[src/rtl/pipeline_id_stage.sv]
// RV64I instruction decode stage with register-file bypass and load-use hazard detection.
// Latency: one cycle from IF inputs to the ID/EX register; rs addresses and load_use_stall are combinational.
// Backpressure: stall_in freezes the ID/EX register; load_use_stall inserts a bubble while IF holds.
module pipeline_id_stage #(
    parameter logic [31:0] NOP_INSTR = 32'h0000_0013
) (
    input  logic        clk,
    input  logic        reset,
    input  logic        stall_in,
    input  logic        flush,
    input  logic [63:0] pc_IF,
    input  logic [31:0] instruction_IF,
    output logic [4:0]  rs1_addr,
    output logic [4:0]  rs2_addr,
    input  logic [63:0] rs1_data,
    input  logic [63:0] rs2_data,
    input  logic        wb_reg_write,
    input  logic [4:0]  wb_rd,
    input  logic [63:0] wb_data,
    input  logic        ex_mem_read,
    input  logic [4:0]  ex_rd,
    output logic        load_use_stall,
    output logic [63:0] pc_ID,
    output logic [31:0] instruction_ID,
    output logic [63:0] rs1_val_ID,
    output logic [63:0] rs2_val_ID,
    output logic [63:0] imm_ID,
    output logic [4:0]  rs1_ID,
    output logic [4:0]  rs2_ID,
    output logic [4:0]  rd_ID,
    output logic [2:0]  funct3_ID,
    output logic [3:0]  alu_op_ID,
    output logic        alu_src_ID,
    output logic        word_op_ID,
    output logic        mem_read_ID,
    output logic        mem_write_ID,
    output logic        reg_write_ID,
    output logic        branch_ID,
    output logic        jump_ID,
    output logic        jalr_ID,
    output logic        illegal_ID,
    output logic        valid_ID
);

    localparam logic [6:0] OPC_LUI     = 7'b0110111;
    localparam logic [6:0] OPC_AUIPC   = 7'b0010111;
    localparam logic [6:0] OPC_JAL     = 7'b1101111;
    localparam logic [6:0] OPC_JALR    = 7'b1100111;
    localparam logic [6:0] OPC_BRANCH  = 7'b1100011;
    localparam logic [6:0] OPC_LOAD    = 7'b0000011;
    localparam logic [6:0] OPC_STORE   = 7'b0100011;
    localparam logic [6:0] OPC_OPIMM   = 7'b0010011;
    localparam logic [6:0] OPC_OP      = 7'b0110011;
    localparam logic [6:0] OPC_OPIMM32 = 7'b0011011;
    localparam logic [6:0] OPC_OP32    = 7'b0111011;

    localparam logic [3:0] ALU_ADD    = 4'd0;
    localparam logic [3:0] ALU_SUB    = 4'd1;
    localparam logic [3:0] ALU_SLL    = 4'd2;
    localparam logic [3:0] ALU_SLT    = 4'd3;
    localparam logic [3:0] ALU_SLTU   = 4'd4;
    localparam logic [3:0] ALU_XOR    = 4'd5;
    localparam logic [3:0] ALU_SRL    = 4'd6;
    localparam logic [3:0] ALU_SRA    = 4'd7;
    localparam logic [3:0] ALU_OR     = 4'd8;
    localparam logic [3:0] ALU_AND    = 4'd9;
    localparam logic [3:0] ALU_PASS_B = 4'd10;

    typedef struct packed {
        logic [63:0] pc;
        logic [31:0] instr;
        logic [63:0] rs1_val;
        logic [63:0] rs2_val;
        logic [63:0] imm;
        logic [4:0]  rs1;
        logic [4:0]  rs2;
        logic [4:0]  rd;
        logic [2:0]  funct3;
        logic [3:0]  alu_op;
        logic        alu_src;
        logic        word_op;
        logic        mem_read;
        logic        mem_write;
        logic        reg_write;
        logic        branch;
        logic        jump;
        logic        jalr;
        logic        illegal;
        logic        valid;
    } id_t;

    // Bubble: everything zero except the canonical NOP encoding.
    localparam id_t BUBBLE = id_t'({64'd0, NOP_INSTR, 224'd0});

    // Register-type ops use bit 30 for SUB/SRA; immediate forms only for SRAI.
    function automatic logic [3:0] arith_op(input logic [2:0] f3, input logic alt, input logic reg_form);
        logic [3:0] op;
        case (f3)
            3'd0:    op = (reg_form && alt) ? ALU_SUB : ALU_ADD;
            3'd1:    op = ALU_SLL;
            3'd2:    op = ALU_SLT;
            3'd3:    op = ALU_SLTU;
            3'd4:    op = ALU_XOR;
            3'd5:    op = alt ? ALU_SRA : ALU_SRL;
            3'd6:    op = ALU_OR;
            default: op = ALU_AND;
        endcase
        return op;
    endfunction

    logic [6:0]  opcode;
    logic [4:0]  rd_f;
    logic [2:0]  f3;
    logic [63:0] imm_i, imm_s, imm_b, imm_u, imm_j;
    logic        uses_rs1, uses_rs2, writes_rd, empty_slot;
    id_t         dec;
    id_t         id_q;

    assign opcode   = instruction_IF[6:0];
    assign rd_f     = instruction_IF[11:7];
    assign f3       = instruction_IF[14:12];
    assign rs1_addr = instruction_IF[19:15];
    assign rs2_addr = instruction_IF[24:20];

    assign imm_i = {{52{instruction_IF[31]}}, instruction_IF[31:20]};
    assign imm_s = {{52{instruction_IF[31]}}, instruction_IF[31:25], instruction_IF[11:7]};
    assign imm_b = {{51{instruction_IF[31]}}, instruction_IF[31], instruction_IF[7],
                    instruction_IF[30:25], instruction_IF[11:8], 1'b0};
    assign imm_u = {{32{instruction_IF[31]}}, instruction_IF[31:12], 12'b0};
    assign imm_j = {{43{instruction_IF[31]}}, instruction_IF[31], instruction_IF[19:12],
                    instruction_IF[20], instruction_IF[30:21], 1'b0};

    assign empty_slot = (instruction_IF == 32'h0) || (instruction_IF == NOP_INSTR);

    // Decode the IF instruction into ID/EX fields, operand values with bypass, and source usage.
    always_comb begin
        dec         = '0;
        uses_rs1    = 1'b0;
        uses_rs2    = 1'b0;
        writes_rd   = 1'b0;
        dec.pc      = pc_IF;
        dec.instr   = instruction_IF;
        dec.rs1     = rs1_addr;
        dec.rs2     = rs2_addr;
        dec.rd      = rd_f;
        dec.funct3  = f3;
        dec.valid   = 1'b1;
        dec.rs1_val = (rs1_addr == 5'd0) ? 64'd0 :
                      (wb_reg_write && (wb_rd == rs1_addr)) ? wb_data : rs1_data;
        dec.rs2_val = (rs2_addr == 5'd0) ? 64'd0 :
                      (wb_reg_write && (wb_rd == rs2_addr)) ? wb_data : rs2_data;
        case (opcode)
            OPC_LUI: begin
                dec.imm = imm_u; dec.alu_op = ALU_PASS_B; dec.alu_src = 1'b1; writes_rd = 1'b1;
            end
            OPC_AUIPC: begin
                dec.imm = imm_u; dec.alu_op = ALU_ADD; dec.alu_src = 1'b1; writes_rd = 1'b1;
            end
            OPC_JAL: begin
                dec.imm = imm_j; dec.alu_op = ALU_ADD; dec.alu_src = 1'b1; dec.jump = 1'b1;
                writes_rd = 1'b1;
            end
            OPC_JALR: begin
                dec.imm = imm_i; dec.alu_op = ALU_ADD; dec.alu_src = 1'b1; dec.jump = 1'b1;
                dec.jalr = 1'b1; writes_rd = 1'b1; uses_rs1 = 1'b1;
            end
            OPC_BRANCH: begin
                dec.imm = imm_b; dec.alu_op = ALU_SUB; dec.branch = 1'b1;
                uses_rs1 = 1'b1; uses_rs2 = 1'b1;
            end
            OPC_LOAD: begin
                dec.imm = imm_i; dec.alu_op = ALU_ADD; dec.alu_src = 1'b1; dec.mem_read = 1'b1;
                writes_rd = 1'b1; uses_rs1 = 1'b1;
            end
            OPC_STORE: begin
                dec.imm = imm_s; dec.alu_op = ALU_ADD; dec.alu_src = 1'b1; dec.mem_write = 1'b1;
                uses_rs1 = 1'b1; uses_rs2 = 1'b1;
            end
            OPC_OPIMM, OPC_OPIMM32: begin
                dec.imm     = imm_i;
                dec.alu_op  = arith_op(f3, instruction_IF[30], 1'b0);
                dec.alu_src = 1'b1;
                dec.word_op = (opcode == OPC_OPIMM32);
                writes_rd   = 1'b1;
                uses_rs1    = 1'b1;
            end
            OPC_OP, OPC_OP32: begin
                dec.alu_op  = arith_op(f3, instruction_IF[30], 1'b1);
                dec.word_op = (opcode == OPC_OP32);
                writes_rd   = 1'b1;
                uses_rs1    = 1'b1;
                uses_rs2    = 1'b1;
            end
            default: dec.illegal = 1'b1;
        endcase
        dec.reg_write = writes_rd && (rd_f != 5'd0);
    end

    // Hazard: a load in EX targets a source this instruction really reads.
    assign load_use_stall = !reset && !flush && ex_mem_read && (ex_rd != 5'd0) &&
                            ((uses_rs1 && (ex_rd == rs1_addr)) || (uses_rs2 && (ex_rd == rs2_addr)));

    // ID/EX register: reset > flush > stall_in > load-use bubble > normal load.
    always_ff @(posedge clk) begin
        if (reset) begin
            id_q <= BUBBLE;
        end else if (flush) begin
            id_q <= BUBBLE;
        end else if (!stall_in) begin
            id_q <= (load_use_stall || empty_slot) ? BUBBLE : dec;
        end
    end

    assign pc_ID          = id_q.pc;
    assign instruction_ID = id_q.instr;
    assign rs1_val_ID     = id_q.rs1_val;
    assign rs2_val_ID     = id_q.rs2_val;
    assign imm_ID         = id_q.imm;
    assign rs1_ID         = id_q.rs1;
    assign rs2_ID         = id_q.rs2;
    assign rd_ID          = id_q.rd;
    assign funct3_ID      = id_q.funct3;
    assign alu_op_ID      = id_q.alu_op;
    assign alu_src_ID     = id_q.alu_src;
    assign word_op_ID     = id_q.word_op;
    assign mem_read_ID    = id_q.mem_read;
    assign mem_write_ID   = id_q.mem_write;
    assign reg_write_ID   = id_q.reg_write;
    assign branch_ID      = id_q.branch;
    assign jump_ID        = id_q.jump;
    assign jalr_ID        = id_q.jalr;
    assign illegal_ID     = id_q.illegal;
    assign valid_ID       = id_q.valid;

endmodule

[config.mk]
export PLATFORM = sky130hd
export DESIGN_NAME = pipeline_id_stage
export DESIGN_NICKNAME = d
export VERILOG_FILES = /design/src/rtl/pipeline_id_stage.sv
export SDC_FILE = /design/constraint.sdc
export NUM_CORES = 1
export LEC_CHECK = 0
export BUFFER_PORTS_ARGS = -buffer_cell sky130_fd_sc_hd__buf_2
export CORE_AREA = 2 2 248 250
export CTS_BUF_LIST = sky130_fd_sc_hd__clkbuf_2 sky130_fd_sc_hd__clkbuf_4 sky130_fd_sc_hd__clkbuf_8
export DETAILED_ROUTE_END_ITERATION = 7
export DIE_AREA = 0 0 250 252
export PLACE_DENSITY = 0.45
export SLEW_MARGIN = 30
export SYNTH_ARGS = -nofsm -noshare
export SYNTH_HDL_FRONTEND = slang
export SYNTH_SLANG_ARGS = --single-unit
export TNS_END_PERCENT = 100
[constraint.sdc]
create_clock -name clk -period 2.85 [get_ports clk]
set_input_delay 0 -clock clk [delete_from_list [all_inputs] [get_ports clk]]
set_output_delay 0 -clock clk [all_outputs]
set_load 0.05 [all_outputs]
### After elaboration in Yosys (flattened, before gate mapping)

Cells that the tools add are included.

| word-level totals | value |
|---|---|
| flip-flop bits (word level) | 320 |
| output and inout bits | 331 |
| logic and storage cells | 95 |

| cells by class | value |
|---|---|
| eq/ne operators | 22 |
| mux-type cells | 22 |
| reduce and logical (&&, ||, !) cells | 31 |

Operators by type and width:

| cell | number |
|---|---|
| $mux 320 | 1 |
| $pmux 64 s5 | 1 |
| $mux 64 | 4 |
| $pmux 4 s7 | 2 |
| $eq 32x5->1 const B | 1 |
| $logic_not 32->1 | 1 |
| $eq 7x6->1 const B | 4 |
| $eq 7x5->1 const B | 3 |
| $eq 7x7->1 const B | 3 |
| $eq 5x5->1 | 4 |
| $pmux 4 s4 | 1 |
| $reduce_or 8->1 | 2 |
| $mux 1 | 12 |
| $reduce_or 11->1 | 1 |
| $logic_not 5->1 | 2 |
| $reduce_bool 5->1 | 2 |
| $reduce_or 2->1 | 5 |
| $eq 3x3->1 const B | 3 |
| $logic_and 1x1->1 | 9 |
| $reduce_or 9->1 | 1 |
| $reduce_or 4->1 | 2 |
| $eq 7x2->1 const B | 1 |
| $eq 3x2->1 const B | 2 |
| $eq 3x1->1 const B | 1 |
| 4 further kinds | 7 |

### Depth between registers and ports, before layout

Gate-level depths: netlist of the first run.

| logic depth | value |
|---|---|
| word-level depth | 8 |
| depth in mapped cells | 9 |
| depth with buffers taken out | 6 |

### Worst setup path before layout of the first run

Ideal clock, no wire load.

| timing | value |
|---|---|
| path kind | input-to-reg |
| start point | input instruction_IF[3] |
| end point | register id_q (netlist bit imm_ID[10]) |
| arrival | 1.568 ns |
| required time | 2.720 ns |
| slack | 1.151 ns |
| stages | 8 |
| path buffers | 3 |
| cell sequence | clkbuf_1 nor4_4 o2111ai_1 a21o_2 inv_2 buf_6 buf_2 o21ai_1 |

| on the way | value |
|---|---|
| longest elaborated chain between the ends | 8 |
| elaborated cells on any way between the ends | 27 |
| those cells by class | eq/ne (12); mux (4); reduce/logical (11) |

Ends and longest elaborated chain:

| element | line | RTL |
|---|---|---|
| start: declaration | 12 | `input logic [31:0] instruction_IF,` |
| $eq 7x5->1 (tied with other cells) | 152 | `case (opcode)` |
| $reduce_or 8->1 (no source line) / $reduce_or 4->1 (equally long branches) | - |  |
| $mux 1 | 152 |  |
| $logic_and 1x1->1 | 201 | `((uses_rs1 && (ex_rd == rs1_addr)) \|\| (uses_rs2 && (ex_rd == rs2_addr)));` |
| $logic_or 1x1->1 * | 201 |  |
| $logic_and 1x1->1 * | 200 | `assign load_use_stall = !reset && !flush && ex_mem_read && (ex_rd != 5'd0) &&` |
| via load_use_stall | 22 | `output logic load_use_stall,` |
| $logic_or 1x1->1 * | 210 | `id_q <= (load_use_stall \|\| empty_slot) ? BUBBLE : dec;` |
| $mux 320 * | 210 |  |
| end signal: assignment | 210 |  |
| end: declaration | 117 | `id_t id_q;` |

The timed path passes the listed nets; every way through them passes the cells marked *.
A chain may end at the register's enable or synchronous reset.

### Worst setup path in the final report of the first run

| timing | value |
|---|---|
| start point | input instruction_IF[5] |
| end point | output load_use_stall |

| on the way | value |
|---|---|
| longest elaborated chain between the ends | 6 |
| elaborated cells on any way between the ends | 16 |
| those cells by class | eq/ne (8); mux (2); reduce/logical (6) |

Ends and longest elaborated chain:

| element | line |
|---|---|
| $eq 7x5->1 (tied with other cells) | 152 |
| $reduce_or 8->1 (no source line) / $reduce_or 4->1 (equally long branches) | - |
| $mux 1 | 152 |
| $logic_and 1x1->1 | 201 |
| $logic_or 1x1->1 * | 201 |
| $logic_and 1x1->1 * | 200 |
| end: declaration | 22 |

Every way passes the cells marked *; elsewhere a longest branch is shown, timed or not.

==> flow_summary_export.csv, run 1 <==
group,metric,value,unit
placement,io_buffer_count,634,
routing,vias,12900,
clock_network,clkSinkCount,270,
logic_synthesis,syn_avg_cell_area,11.19,sq um
floorplan,die_h,252,um
pwr,p_per_area,493.8,mW/mm^2
cells_and_area,layout-drive-gt1-share,0.4593,
routing,antenna_left,0,
global_route,grt_pass1_vias,13250,
worst_setup_path,path_common_cell,"buf_2",
floorplan,die-area,0.06300,sq mm
clock_network,clkSlewWorstSetupHoldPaths,0.06,ns
timing,fin_ws,0.1061,ns
routing,via_per_inst,4.669,
clock_network,clock_path_buffers,3,
logic_synthesis,async_flop_share,0,
worst_setup_path,worstPathCellList,"dlygate4sd3_1 -> buf_2 -> nand2b_1 -> nor4_4 -> o2111ai_1 -> a21o_4 -> inv_2 -> buf_4 -> buf_2",
routing,wl_per_cell,19.63,um
worst_setup_path,rrSetupSlack,1.59,ns
cells_and_area,area_growth_syn_to_layout,71.22,%
logic_synthesis,yosys.area.top_type_share,0.4655,
clock_network,cts_buffers,51,
placement,gp_congestion,0.8264,
worst_setup_path,r2r-start,"jump_ID",
timing,fin_worst_hold_slack,0.1629,ns
timing,rsz0062_at_grt,"false",
floorplan,core,0.06013,sq mm
pwr,irDropWorstVdd,361.8,uV
logic_synthesis,ys_seq_area_frac,0.4655,
floorplan,start_util,0.1931,
timing,setup_viol,0,
worst_setup_path,critPathLaunchType,"input port",
pwr,power.total,9.818,mW
logic_synthesis,synth_commonest_cells,"270 x dfxtp_1, 227 x a32o_1, 129 x mux2_2",
timing,worst_pin_slew,0.9712,ns
timing,finalSetupTns,0,ns
timing,fin_crit,2.744,ns
timing,fmaxAchievable,364.4,MHz
placement,dpl.hpwl,35880,um
worst_setup_path,critPathMaxStageDelay,0.52,ns
logic_synthesis,netlist_area,0.01161,sq mm
worst_setup_path,end_kind,"primary output",
clock_network,h-tree-depth,2,
status,outcome,"finished clean",
floorplan,dieWidth,250,um
logic_synthesis,syn_inst,1038,
routing,drt_iter0_markers,801,
clock_network,cts-root-buf,"clkbuf_8",
logic_synthesis,netlist.top_cell.by_area,"dfxtp_1",
worst_setup_path,cp_num_cells,9,
clock_network,clkLatencyLatePin,0.61,ns
logic_synthesis,synth_edf_count,0,
logic_synthesis,synth_cell_types,57,
worst_setup_path,crit_slowest_cell,"dlygate4sd3_1",
worst_setup_path,critical-path-top-delay-family,"buffers and inverters",
timing,finalHoldViolCount,0,
global_route,grt_max_degree,135,
worst_setup_path,reg2reg_to,"jump_ID",
logic_synthesis,yosys-top-cells-area,"dfxtp_1 47%, a32o_1 20%, mux2_2 13%",
logic_synthesis,synth_fp_nets,1342,
routing,drc,0,
hold_path,worstHoldPathCells,3,
worst_setup_path,cp.buffers_inverters,5,
hold_path,holdPathEnd,"pc_ID[61]",
logic_synthesis,ys_warn_count,0,
global_route,overflow,0,
floorplan,io_pins,635,
hold_path,hold_class,"in2reg",
clock_network,cts_tree,"done",
timing,clock_skew,0,ns
global_route,gr-usage-all-layers,0.1595,
floorplan,rows,90,
placement,dp_slack,0.5076,ns
routing,wl,54210,um
cells_and_area,nets,2245,
timing,slew_headroom,0.3526,
worst_setup_path,cp_max_fo,16,
global_route,grt_pass1_wl,78000,um
global_route,antenna_found_initial,8,
timing,min_period_over_period,0.9628,
logic_synthesis,synth_top_flop_cell,"dfxtp_1",
flow_run,cap_violations,0,
worst_setup_path,reg2reg_depth,3,
worst_setup_path,required,2.85,ns
routing,drt-pass1-iter-count,5,
timing,maxSlewViolCount,0,
hold_path,min-delay-start,"pc_IF[61]",
worst_setup_path,critPathKind,"in2out",
logic_synthesis,synth.most_common_cell,"dfxtp_1",
pwr,leakage,8.767,nW
worst_setup_path,arrival,2.74,ns
logic_synthesis,ys_seq_elements,270,
[cell type report]
class | instances | area, sq um
diodes | 3 | 7.507
repair buffers | 1026 | 7124
fillers | 6161 | 40250
well taps | 782 | 978.4
inverters | 2 | 7.507
flip-flops and latches | 270 | 5405
multi-input cells | 590 | 5275
clock inverters | 7 | 62.56
clock buffers | 82 | 1022
[worst max path at each step]
| stage | startpoint | to | slack (ns) |
|---|---|---|---|
| after CTS | instruction_IF[17] | rs1_val_ID[14] | 0.09 |
| after floorplan | instruction_IF[3] | imm_ID[10] | 1.15 |
| final | instruction_IF[5] | load_use_stall | 0.11 |
| after detailed placement | instruction_IF[17] | rs1_val_ID[14] | 0.51 |
| after global placement | instruction_IF[17] | rs1_val_ID[51] | 0.48 |
| after global routing | instruction_IF[5] | load_use_stall | 0.004 |
[through the flow]
step                  util  area [sq um]  std cells
floorplan                -         11610       1038
detailed placement  0.2518         15140       2308
global route        0.3306         19880       2762
global placement    0.2518         15140       2308
CTS                 0.3286         19760       2750
finish              0.3306         19880       2762
[placed cells by master (no fill, tap or decap), drive strengths merged, types with 2 or more instances in the layout]
master,n
and3,5
or4,5
a21o,2
xor2,14
a32o,227
clkbuf,82
nand2b,3
o21ai,18
mux2,129
a22o,3
dfxtp,270
nand3,3
nor2,12
nand4,7
o21bai,2
o22a,2
nor3b,4
a32oi,6
mux2i,3
o41ai,2
o31ai,24
and2,3
nand2,48
dlygate4sd3,353
clkinv,5
a21oi,23
nor4,8
or3,2
nor3,8
xnor2,6
a211oi,5
diode,3
buf,673
nor2b,3
inv,2
[timing repair]
item / in CTS / in global routing
hold endpoints to repair: 263 / 0
hold buffers: 353 / 0
gates resized for setup: 0 / 3
setup buffers: 0 / 8
endpoints found under the setup margin: 0 / 16
[tightest hold or removal path: cells and delay by family]
kind	cells	cell delay (ns)
buf+inv	2	0.60
compound gates	1	0.13
[kinds of logic after synthesis]
| kind of cell | count (synthesis) | share of synthesized area |
|---|---|---|
| muxes | 132 | 0.1277 |
| AOI/OAI and AO/OA | 322 | 0.2544 |
| DFF | 270 | 0.4655 |
| buffers and inverters | 179 | 0.08576 |
| xor gates and xnor gates | 20 | 0.01508 |
| and+or+nand+nor | 115 | 0.05161 |
[sequential cells by signal (all words and copies together) (netlist names), 4 cells and up]
signal          count
rs2_val_ID         64
pc_ID              64
instruction_ID     32
imm_ID             32
alu_op_ID           4
rs1_val_ID         64
[routing by layer]
layer | vias to the layer above | track usage | part of all wire | routed length, um
met5 | - | 0 | 0.00050 | 27
met4 | 4 | 0.08948 | 0.050 | 2689
met2 | 666 | 0.2673 | 0.48 | 26110
met1 | 6214 | 0.1833 | 0.39 | 20900
met3 | 147 | 0.04488 | 0.083 | 4480
li1 | 5864 | - | - | -
[power by group]
group | switching [mW] | internal [mW]
clock network | 1.71 | 2.34
logic | 1.01 | 0.807
registers | 0.0651 | 3.89
total | 2.78 | 7.04
Note: power is estimated with default switching activity, not from simulation.
==> inputs of run 2 (changes only) <==
--- a/config.mk
+++ b/config.mk
@@ -6,11 +6,11 @@
 export NUM_CORES = 1
 export LEC_CHECK = 0
 export BUFFER_PORTS_ARGS = -buffer_cell sky130_fd_sc_hd__buf_2
-export CORE_AREA = 2 2 248 250
+export CORE_AREA = 2 2 246 248
 export CTS_BUF_LIST = sky130_fd_sc_hd__clkbuf_2 sky130_fd_sc_hd__clkbuf_4 sky130_fd_sc_hd__clkbuf_8
 export DETAILED_ROUTE_END_ITERATION = 7
-export DIE_AREA = 0 0 250 252
-export PLACE_DENSITY = 0.45
+export DIE_AREA = 0 0 248 250
+export PLACE_DENSITY = 0.46
 export SLEW_MARGIN = 30
 export SYNTH_ARGS = -nofsm -noshare
 export SYNTH_HDL_FRONTEND = slang
==> flow_summary_export.csv, run 2 (synthesis results as in run 1) <==
group,metric,value,unit
timing,finalHoldViolCount,0,
timing,min_period_over_period,0.9693,
clock_network,h-tree-depth,2,
floorplan,die_h,250,um
timing,worst_pin_slew,0.9420,ns
clock_network,clkSlewWorstSetupHoldPaths,0.07,ns
worst_setup_path,critPathLaunchType,"input port",
global_route,grt_pass1_wl,76880,um
cells_and_area,multi_input_area,0.005275,sq mm
cells_and_area,nets,2233,
floorplan,core,0.05957,sq mm
worst_setup_path,required,3.34,ns
worst_setup_path,reg2reg_to,"jump_ID",
worst_setup_path,r2r-start,"jump_ID",
global_route,overflow,0,
cells_and_area,area_growth_syn_to_layout,71.82,%
hold_path,hold_class,"in2reg",
floorplan,dieWidth,248,um
hold_path,worstHoldPathCells,3,
routing,vias,12790,
cells_and_area,fin_area,0.01995,sq mm
clock_network,cts_tree,"done",
pwr,leakage,8.771,nW
routing,wl_per_cell,19.43,um
routing,antenna_left,0,
clock_network,clock_path_buffers,3,
routing,drc,0,
floorplan,io_pins,635,
timing,maxSlewViolCount,0,
worst_setup_path,end_kind,"flip-flop",
global_route,antenna_found_initial,8,
placement,dpl.hpwl,35080,um
global_route,gr-usage-all-layers,0.1606,
worst_setup_path,critPathKind,"in2reg",
cells_and_area,nFillCells,6066,
worst_setup_path,rrSetupSlack,1.55,ns
placement,io_buffer_count,634,
cells_and_area,mostFrequentLayoutCells,"634 x buf_2, 351 x dlygate4sd3_1, 269 x dfxtp_1",
cells_and_area,regArea,0.005406,sq mm
cells_and_area,layout-drive-gt1-share,0.4586,
timing,clock_skew,0,ns
timing,rsz0062_at_grt,"false",
routing,drt_iter0_markers,711,
cells_and_area,layout_commonest_cell,"buf_2",
timing,fin_crit,2.763,ns
placement,gp_congestion,0.8726,
floorplan,die-area,0.06200,sq mm
clock_network,clkLatencyLatePin,0.61,ns
pwr,p_per_area,517.1,mW/mm^2
floorplan,start_util,0.1949,
hold_path,holdPathEnd,"pc_ID[61]",
cells_and_area,fin_util,0.3350,
status,outcome,"finished clean",
worst_setup_path,arrival,3.26,ns
floorplan,rows,90,
timing,finalSetupTns,0,ns
timing,fmaxAchievable,362.0,MHz
routing,wl,53510,um
worst_setup_path,reg2reg_depth,3,
clock_network,cts-root-buf,"clkbuf_8",
global_route,grt_max_degree,120,
flow_run,cap_violations,0,
clock_network,clkSinkCount,270,
timing,setup_viol,0,
placement,place_area,0.01515,sq mm
routing,via_per_inst,4.642,
hold_path,min-delay-start,"pc_IF[61]",
pwr,irDropWorstVdd,365.8,uV
timing,slew_headroom,0.3720,
routing,drt-pass1-iter-count,8,
worst_setup_path,cp_max_fo,21,
global_route,grt_pass1_vias,13020,
clock_network,cts_buffers,52,
-- run 2: stage by stage --
stage	setup WS [ns]	total power, mW	hold WS [ns]	std cells
2_1_floorplan	1.151	4.897	0.07807	1038
3_3_place_gp	0.5222	5.407	0.2259	2304
3_5_place_dp	0.4989	5.416	0.2357	2304
4_1_cts	0.02433	10.44	0.08140	2749
5_1_grt	0.06786	10.76	0.1084	2754
6_report	0.08746	10.32	0.1482	2754
-- run 2: how the worst max path moves through the flow --
| stage | from | end | slack (ns) | depth (start not counted) |
|---|---|---|---|---|
| floorplan | instruction_IF[3] | imm_ID[10] | 1.15 | 8 |
| global placement | instruction_IF[21] | rs2_val_ID[47] | 0.52 | 7 |
| detailed placement | instruction_IF[21] | rs2_val_ID[53] | 0.50 | 7 |
| CTS | instruction_IF[5] | load_use_stall | 0.02 | 8 |
| global route | instruction_IF[5] | load_use_stall | 0.07 | 8 |
| finish | instruction_IF[20] | rs2_val_ID[50] | 0.09 | 9 |
-- run 2: critical path: stages --
cell and delay [ns]:
dlygate4sd3_1 0.54, buf_2 0.22, xor2_1 0.23, nor4_4 0.34
and3_4 0.43, buf_12 0.23, mux2_2 0.35, dlygate4sd3_1 0.58
a32o_1 0.29
-- run 2: metal layers --
layer / global-route usage / up-vias / wire [um]
met5: 0 / - / 0
met4: 0.06245 / 0 / 1658
met3: 0.04947 / 114 / 4556
met2: 0.2743 / 609 / 26110
met1: 0.1858 / 6232 / 21190
li1: - / 5830 / -
-- run 2: where the power goes --
group	switching, mW	total, mW	internal, mW
logic	1.01	1.81	0.804
registers	0.0659	3.96	3.89
clock network	1.78	4.55	2.78
-- run 2: final cells by class --
type | instances | share of cell area
multi-input cells | 590 | 0.2644
clock buffers | 81 | 0.05242
diodes | 3 | 0.0003762
clock inverters | 13 | 0.009782
flip-flops and latches | 270 | 0.2710
well taps | 782 | 0.04904
repair buffers | 1013 | 0.3525
inverters | 2 | 0.0005017
-- run 2: what timing repair did --
item / CTS / global route
endpoints found under the setup margin: 0 / 27
resized for setup: 0 / 5
hold buffers: 351 / 0
endpoints found under the hold margin: 267 / 0
buffers inserted: 0 / 1
